## src/rtl/collision_map_pkg.sv

```systemverilog
// Shared geometry, direction bit offsets and FSM encoding for the collision map writer and reader.
package collision_map_pkg;

    localparam int unsigned COLS   = 19;
    localparam int unsigned ROWS   = 32;
    localparam int unsigned ROW_W  = 5;
    localparam int unsigned MAP_W  = 2;
    localparam int unsigned ADDR_W = MAP_W + ROW_W;

    // Bit offsets of each move inside a tile's 4-bit nibble.
    localparam int unsigned DIR_W     = 4;
    localparam int unsigned DIR_LEFT  = 0;
    localparam int unsigned DIR_RIGHT = 1;
    localparam int unsigned DIR_UP    = 2;
    localparam int unsigned DIR_DOWN  = 3;

    typedef enum logic [2:0] {
        IDLE    = 3'd0,
        ISSUE   = 3'd1,
        CAPTURE = 3'd2,
        FLUSH   = 3'd3,
        DONE    = 3'd4
    } state_t;

endpackage

```

## src/rtl/collision_row_calc.sv

```systemverilog
// Combinational valid-move calculation for one map row from its wall row and vertical neighbours.
// With COLLISION_TUNNEL_EN defined the left/right edges wrap horizontally; otherwise they are walls.
module collision_row_calc #(
    parameter int unsigned COLS = collision_map_pkg::COLS
) (
    input  logic [COLS-1:0]       prev_row_i,
    input  logic [COLS-1:0]       cur_row_i,
    input  logic [COLS-1:0]       next_row_i,
    output logic [4*COLS-1:0]     moves_o
);
    import collision_map_pkg::*;

    for (genvar x = 0; x < COLS; x++) begin : g_tile
        logic left_wall;
        logic right_wall;

        if (x == 0) begin : g_left
`ifdef COLLISION_TUNNEL_EN
            assign left_wall = cur_row_i[COLS-1];
`else
            assign left_wall = 1'b1;
`endif
        end else begin : g_left
            assign left_wall = cur_row_i[x-1];
        end

        if (x == COLS-1) begin : g_right
`ifdef COLLISION_TUNNEL_EN
            assign right_wall = cur_row_i[0];
`else
            assign right_wall = 1'b1;
`endif
        end else begin : g_right
            assign right_wall = cur_row_i[x+1];
        end

        // A wall tile allows no moves; otherwise a move is open when the neighbour is not a wall.
        assign moves_o[DIR_W*x + DIR_LEFT]  = ~cur_row_i[x] & ~left_wall;
        assign moves_o[DIR_W*x + DIR_RIGHT] = ~cur_row_i[x] & ~right_wall;
        assign moves_o[DIR_W*x + DIR_UP]    = ~cur_row_i[x] & ~prev_row_i[x];
        assign moves_o[DIR_W*x + DIR_DOWN]  = ~cur_row_i[x] & ~next_row_i[x];
    end

endmodule

```

## src/rtl/collision_map_writer.sv

```systemverilog
// Rebuilds one collision map: streams wall rows from ROM, writes packed valid-move rows to RAM.
// Optional horizontal wrap (tunnel) enabled by defining COLLISION_TUNNEL_EN.
module collision_map_writer #(
    parameter int unsigned COLS   = collision_map_pkg::COLS,
    parameter int unsigned ROWS   = collision_map_pkg::ROWS,
    parameter int unsigned RD_LAT = 1
) (
    input  logic                                clk_100mhz,
    input  logic                                rst_n,
    input  logic                                start,
    input  logic [collision_map_pkg::MAP_W-1:0] map_num,
    output logic [collision_map_pkg::ADDR_W-1:0] wall_addr,
    input  logic [COLS-1:0]                     wall_row,
    output logic                                wr_en,
    output logic [collision_map_pkg::ADDR_W-1:0] wr_addr,
    output logic [4*COLS-1:0]                   wr_data,
    output logic                                busy,
    output logic                                done
);
    import collision_map_pkg::*;

    // Only a one-cycle ROM is supported; any other latency keeps the block idle.
    localparam bit LAT_OK = (RD_LAT == 1);

    state_t                 state_q, state_d;
    logic [ROW_W-1:0]       row_q, row_d;
    logic [MAP_W-1:0]       map_q, map_d;
    logic [COLS-1:0]        prev_q, prev_d;
    logic [COLS-1:0]        cur_q, cur_d;
    logic [ADDR_W-1:0]      wall_addr_q, wall_addr_d;
    logic                   wr_en_q, wr_en_d;
    logic [ADDR_W-1:0]      wr_addr_q, wr_addr_d;
    logic [4*COLS-1:0]      wr_data_q, wr_data_d;
    logic                   busy_q, busy_d;
    logic                   done_q, done_d;

    logic [COLS-1:0]        calc_next;
    logic [4*COLS-1:0]      calc_moves;

    // Window is {prev_q, cur_q, incoming row}; FLUSH supplies the all-wall row below the map.
    assign calc_next = (state_q == FLUSH) ? '1 : wall_row;

    collision_row_calc #(.COLS(COLS)) u_row_calc (
        .prev_row_i (prev_q),
        .cur_row_i  (cur_q),
        .next_row_i (calc_next),
        .moves_o    (calc_moves)
    );

    always_comb begin
        state_d     = state_q;
        row_d       = row_q;
        map_d       = map_q;
        prev_d      = prev_q;
        cur_d       = cur_q;
        wall_addr_d = wall_addr_q;
        wr_en_d     = 1'b0;
        wr_addr_d   = wr_addr_q;
        wr_data_d   = wr_data_q;
        busy_d      = busy_q;
        done_d      = 1'b0;

        unique case (state_q)
            IDLE: begin
                // A start coinciding with the done pulse is deliberately dropped.
                if (start && !done_q && LAT_OK) begin
                    state_d     = ISSUE;
                    map_d       = map_num;
                    row_d       = '0;
                    prev_d      = '1;
                    cur_d       = '1;
                    busy_d      = 1'b1;
                    wall_addr_d = {map_num, ROW_W'(0)};
                end
            end
            ISSUE: state_d = CAPTURE;
            CAPTURE: begin
                prev_d = cur_q;
                cur_d  = wall_row;
                if (row_q != '0) begin
                    wr_en_d   = 1'b1;
                    wr_addr_d = {map_q, row_q - ROW_W'(1)};
                    wr_data_d = calc_moves;
                end
                if (row_q == ROW_W'(ROWS-1)) begin
                    state_d = FLUSH;
                end else begin
                    row_d       = row_q + ROW_W'(1);
                    wall_addr_d = {map_q, row_q + ROW_W'(1)};
                    state_d     = ISSUE;
                end
            end
            FLUSH: begin
                prev_d    = cur_q;
                cur_d     = '1;
                wr_en_d   = 1'b1;
                wr_addr_d = {map_q, ROW_W'(ROWS-1)};
                wr_data_d = calc_moves;
                state_d   = DONE;
            end
            DONE: begin
                done_d  = 1'b1;
                busy_d  = 1'b0;
                state_d = IDLE;
            end
            default: state_d = IDLE;
        endcase
    end

    always_ff @(posedge clk_100mhz or negedge rst_n) begin
        if (!rst_n) begin
            state_q     <= IDLE;
            row_q       <= '0;
            map_q       <= '0;
            prev_q      <= '1;
            cur_q       <= '1;
            wall_addr_q <= '0;
            wr_en_q     <= 1'b0;
            wr_addr_q   <= '0;
            wr_data_q   <= '0;
            busy_q      <= 1'b0;
            done_q      <= 1'b0;
        end else begin
            state_q     <= state_d;
            row_q       <= row_d;
            map_q       <= map_d;
            prev_q      <= prev_d;
            cur_q       <= cur_d;
            wall_addr_q <= wall_addr_d;
            wr_en_q     <= wr_en_d;
            wr_addr_q   <= wr_addr_d;
            wr_data_q   <= wr_data_d;
            busy_q      <= busy_d;
            done_q      <= done_d;
        end
    end

    assign wall_addr = wall_addr_q;
    assign wr_en     = wr_en_q;
    assign wr_addr   = wr_addr_q;
    assign wr_data   = wr_data_q;
    assign busy      = busy_q;
    assign done      = done_q;

endmodule

```

## config.mk

```make
export PLATFORM = sky130hd
export DESIGN_NAME = collision_map_writer
export DESIGN_NICKNAME = d
export VERILOG_FILES = /design/src/rtl/collision_map_pkg.sv /design/src/rtl/collision_row_calc.sv /design/src/rtl/collision_map_writer.sv
export SDC_FILE = /design/constraint.sdc
export NUM_CORES = 1
export LEC_CHECK = 0
export ABC_CLOCK_PERIOD_IN_PS = 3150
export BUFFER_PORTS_ARGS = -buffer_cell sky130_fd_sc_hd__buf_2
export CAP_MARGIN = 20
export CORE_UTILIZATION = 51
export CTS_CLUSTER_DIAMETER = 150
export DETAILED_ROUTE_END_ITERATION = 16
export PLACE_DENSITY = 0.85
export SLEW_MARGIN = 20
export SYNTH_ARGS = -nofsm -noshare
export SYNTH_HDL_FRONTEND = slang
export SYNTH_SLANG_ARGS = --single-unit
```

## constraint.sdc

```tcl
create_clock -name clk_100mhz -period 3.15 [get_ports clk_100mhz]
set_clock_uncertainty 0.2 [all_clocks]
set_input_delay 0.1575 -clock clk_100mhz [delete_from_list [all_inputs] [get_ports clk_100mhz]]
set_output_delay 0.1575 -clock clk_100mhz [all_outputs]
set_load 0.01 [all_outputs]
```

## After elaboration in Yosys (flattened, before gate mapping)

Index checks and enable logic that the tools add are counted.

| operators by class | value |
|---|---|
| add/subtract/negate cells | 2 |
| equal/unequal tests | 8 |
| multiplexer cells | 22 |
| bitwise logic cells | 113 |
| reduce and logical (&&, ||, !) cells | 16 |

Operator list:

| kind | count |
|---|---|
| $pmux W76 S2 | 1 |
| $mux W76 | 1 |
| $not A1 Y1 | 57 |
| $pmux W19 S3 | 1 |
| $and A1 B1 Y1 | 56 |
| $mux W19 | 2 |
| $pmux W19 S2 | 1 |
| $pmux W7 S2 | 2 |
| $mux W7 | 3 |
| $pmux W3 S4 | 1 |
| $mux W5 | 2 |
| $pmux W5 S2 | 1 |
| $reduce_and A2 Y1 | 5 |
| $reduce_bool A2 Y1 | 4 |
| $eq A3 B2 Y1 const B | 2 |
| $ne A2 B2 Y1 const B | 3 |
| $add A5 B1 Y5 const B | 1 |
| $eq A5 B5 Y1 const B | 1 |
| $reduce_bool A5 Y1 | 1 |
| $sub A5 B1 Y5 const B | 1 |
| $pmux W1 S2 | 2 |
| $eq A3 B1 Y1 const B | 1 |
| $eq A3 B3 Y1 const B | 1 |
| $logic_not A3 Y1 | 1 |
| other kinds (8) | 10 |

| word-level totals | value |
|---|---|
| register bits | 141 |
| bits of input ports | 24 |
| output and inout port bits | 93 |
| logic and storage cells | 172 |

## Depth between registers and ports, before layout

| depth | value |
|---|---|
| word-level depth | 6 |
| mapped depth | 6 |
| depth with buffers taken out | 6 |

## By module

Synthesis repeated with hierarchy kept, for this count alone.

| second synthesis, totals | value |
|---|---|
| cell total of the unflattened synthesis | 441 |
| area total of the unflattened synthesis | 5849.4 um2 |

By module, submodules not included:

| module | times used | cells each | area each (um2) | sequential area each (um2) |
|---|---|---|---|---|
| collision_map_writer | 1 | 364 | 5485.3 | 3450.8 |
| collision_row_calc | 1 | 77 | 364.1 | 0.0 |

## Worst setup path after synthesis

Ideal clock, no wire load.

| timing | value |
|---|---|
| path kind | reg2reg |
| start | register row_q[0] |
| end | register row_q[1] |
| setup time | 0.125 ns |
| arrival | 1.952 ns |
| slack | 0.873 ns |
| stages on the path, launching flop included | 7 |
| clock period less this slack | 2.277 ns |
| cell sequence | dfrtp_1 -> ha_1 -> and3_1 -> ha_1 -> nand2b_1 -> a211oi_4 -> mux2_4 |

| on the way | value |
|---|---|
| word-level cells in the longest chain between the ends | 3 |

Ends and longest elaborated chain:

| what | line | text |
|---|---|---|
| start: declaration | collision_map_writer.sv:26 | `logic [ROW_W-1:0] row_q, row_d;` |
| start signal: assignment | collision_map_writer.sv:125 | `row_q <= row_d;` |
| $add A5 B1 Y5 or $eq A5 B5 Y1 (tied branches) | collision_map_writer.sv:88, collision_map_writer.sv:85 |  |
| $mux W5 or $ne A2 B2 Y1 (tied branches) | n/a |  |
| $pmux W5 S2 or $reduce_and A3 Y1 (tied branches) | n/a |  |

Several ways; a longest one is shown, not always the timed one. The select of a mux whose other input is x is not followed.
A chain may end at the register's enable or synchronous reset.

## Final worst setup path

| timing | value |
|---|---|
| start | register row_q[1] |
| end | register wall_addr_q[6], in the netlist wall_addr[6] |

| on the way | value |
|---|---|
| word-level cells in the longest chain between the ends | 3 |

Ends and longest elaborated chain:

| what | line | text |
|---|---|---|
| $eq A5 B5 Y1 | collision_map_writer.sv:85 | `if (row_q == ROW_W'(ROWS-1)) begin` |
| $ne A2 B2 Y1 (no source line) | n/a |  |
| $reduce_and A3 Y1 (no source line) | n/a |  |
| end signal: assignment | collision_map_writer.sv:129 | `wall_addr_q <= wall_addr_d;` |
| end: declaration | collision_map_writer.sv:30 | `logic [ADDR_W-1:0] wall_addr_q, wall_addr_d;` |

No other way between the ends.

==> metrics.md <==
| Metric | Value |
|---|---|
| Status | `complete, no violations` |
| FF+latch area | `2950 sq um` |
| Post-synth EDFFs | `0` |
| DRT Wirelength | `about 12,000 um` |
| H-tree Lvls | `4` |
| Share of layout cells above drive strength 1 | `38.9%` |
| Final ANT Viol Nets | `0` |
| Crit path max fanout | `8` |
| Clock Tree Root | `clkbuf_8` |
| Gr usage total | `23.6%` |
| Post-synth ARST share | `100%` |
| Pin count of the biggest net entering global routing | `70` |
| Pwr Total | `5.30 mW` |
| Final net count | `approximately 550` |
| Sequential fraction of the synthesis area | `57.8%` |
| Worst EP arrival | `2.63 ns` |
| Relative slew slack | `between 40 and 50%` |
| Clock sinks | `116` |
| First-pass GRT wire length | `18,600 um` |
| Vias in the first global route | `3,813` |
| I/O pin cnt | `around 120` |
| Startpoint Class | `flop` |
| Top delay family on crit path | `compound AO/OA/AOI/OAI gates` |
| Initial DRC count | `201` |
| Initial Utilization | `52.4%` |
| Worst-path cell chain | `ha_1 -> and3_1 -> ha_1 -> nand2b_1 -> a211oi_4 -> mux2_4` |
| Placed cell area | `5670 sq um` |
| Clock Latency Late Sink | `~0.50 ns` |
| Core area | `9730 sq um` |
| Synth warn | `0` |
| Area contributors post-synth | `dfrtp_1, dfstp_2, mux2_1` |
| Slowest-stage cell, CP | `a211oi_4` |
| Setup violations, final | `0` |
| WHS | `0.0342 ns` |
| Clock Pin Slew Worst Setup and Hold Paths | `0.06 ns` |
| Max-cap viol count | `0` |
| Die width | `102 um` |
| # port buffers | `114` |
| Routed wire per std cell | `17.7 um` |
| Cts hold-fix bufs | `22` |
| Seq cells post-synth | `approximately 120` |
| RePlAce Congestion | `0.786` |
| Crit Path Class | `reg2reg` |
| Chip height | `~100 um` |
| Setup WS post-layout | `0.706 ns` |
| Util after Layout | `between 60% and 70%` |
| Total Die Area | `about 10,000 sq um` |
| Synth-to-layout area growth | `26.9%` |
| Synth unique cells | `43` |
| Placed Cells | `616` |
| Number of cell rows | `36` |
| Syn avg cell area | `12.6 sq um` |
| Critical Path RT | `approximately 3.3 ns` |
| CTS tree | `done` |
| Setup_tns | `0 ns` |
| Leakage | `3.11 nW` |
| FMAX | `between 0.4 and 0.5 GHz` |
| Crit path buffers/inverters | `0` |
| Top cell by count, worst path | `ha_1` |
| Actual slew at the worst max-slew pin | `slightly below 0.9 ns` |
| Post_cts resized | `0` |
| Period utilisation layout | `77.6%` |
| Syn Inst Count | `405` |
| Critical Path Sink Type | `flop` |
| CTS Buffer Depth | `2` |
| Setup WS pre-CTS | `roughly 0.71 ns` |
| Setup Buffers After CTS | `0` |
| Max-slew violations | `0` |
| Unrepaired setup endpoints after global routing | `false` |
| Initial DRT Pass Iterations | `5` |
| Hold Path Class | `in2reg` |
| Synth Cell Area | `slightly above 5000 sq um` |
| Initial antenna violation count | `0` |
| Hold Fails Final Rpt | `0` |
| Fill count | `706` |
| CTS buffer count | `17` |
| Pwr/cell area | `819 nW/um^2` |
| VDD IR-drop max | `413 uV` |
| Post-Layout Cell Count | `670` |
| Vias per cell | `around 5.6` |
| N_diodes | `0` |
| Final Cell Area | `about 6500 sq um` |
| DPL Wire Length | `roughly 7400 um` |
| Post-route DRC | `0` |
| CP peak stage delay | `0.49 ns` |
| Most used DFF post-synth | `dfrtp_1` |
| Area of the multi-input gates | `1870 sq um` |
| Yosys top cell area share | `38.3%` |
| Vias | `about 3,700` |
| Most area-hungry cell type in the Yosys netlist | `dfrtp_1` |
| Total gr overflow | `0` |
| Min cycle time layout | `roughly 2.4 ns` |
logic make-up after synthesis:
kind of cell / Yosys count / synth area share, %
other: 1 / 0.0735
muxes: 48 / 11.0
AOI/OAI and AO/OA: 91 / 14.7
and+or+nand+nor: 91 / 9.52
DFF: 116 / 57.8
xor gates and xnor gates: 1 / 0.172
adders and majority gates: 3 / 0.736
buffers and inverters: 54 / 5.94
cell type report:
type	instances	share of cell area (%)
sequential	116	45.6
multi-input combinational	236	28.9
timing repair buffer	145	13.5
clock buffer	18	6.61
tap	133	2.57
clock inverter	14	2.36
inverter	8	0.464
worst min-delay path, delay by kind of cell:
kind | cells | cell delay, ns
simple gates | 3 | 0.43
buf+inv | 1 | 0.10
registers in the layout, indices dropped and copies added, names as in the netlist:
signal	flops
map_q	2
row_q	4
state_q	3
cur_q	19
done	1
prev_q	19
wr_addr	7
wall_addr	3
busy	1
wr_data	56
wr_en	1
Yosys cell counts, types with 2 or more instances:
library cell  instances
mux2_4                6
clkbuf_1              9
buf_2                11
nor2_1               44
nor2b_1              20
dfstp_2              38
o22a_1               38
ha_1                  3
dfrtp_1              78
nand2_1               4
a22oi_1              19
inv_1                 8
a31oi_1               2
buf_4                23
nor3_1                5
nand2b_1              3
or3b_1                2
buf_1                 3
and3_1                2
nor4_1                3
o41ai_1              19
a21oi_1               5
mux2_1               40
routing by layer:
metal	part of all wire [%]	track usage, %	vias to the layer above
li1	-	-	1699
met1	41	29.2	1889
met2	52	39.7	133
met3	4.8	5.06	24
met4	2.4	11.0	0
met5	0	0	-
power by group:
part / switching (mW) / leakage (nW) / internal [mW] / total [mW]
logic: 0.788 / 1.40 / 0.577 / 1.36
registers: 0.258 / 1.44 / 1.82 / 2.08
clock network: 0.708 / 0.275 / 1.15 / 1.86
worst paths after layout:
kind / start / to / slack [ns] / cells past startpoint
max in group asynchronous: rst_n / cur_q[11] / 1.81 / 3
hold / removal: start / state_q[0] / 0.03 / 4
hold reg to reg: wr_data[14] / wr_data[14] / 0.28 / 1
setup / recovery: row_q[1] / wall_addr[6] / 0.71 / 6
min in group asynchronous: rst_n / wr_data[64] / 0.12 / 2
setup reg to reg: row_q[1] / wall_addr[6] / 0.71 / 6
cells in the final DEF, fill, tap and decap left out, types with 2 or more instances in the layout:
cell	count
conb_1	2
and3_1	2
buf_2	113
nand2_1	4
a21oi_4	2
a31oi_1	2
clkinv_4	2
mux2_1	40
nor3_1	5
nor2b_1	20
dlygate4sd3_1	22
ha_1	3
nor2_1	44
bufinv_16	2
dfstp_2	38
inv_1	8
clkinv_2	2
or3b_1	2
clkbuf_16	16
clkinvlp_4	4
buf_4	9
o22a_1	38
a22oi_1	19
nand2b_1	2
o41ai_1	19
a21oi_1	4
nor4_1	3
clkbuf_8	2
inv_6	4
dfrtp_1	77
mux2_4	6
No activity file was read; power rests on OpenSTA's default activity.
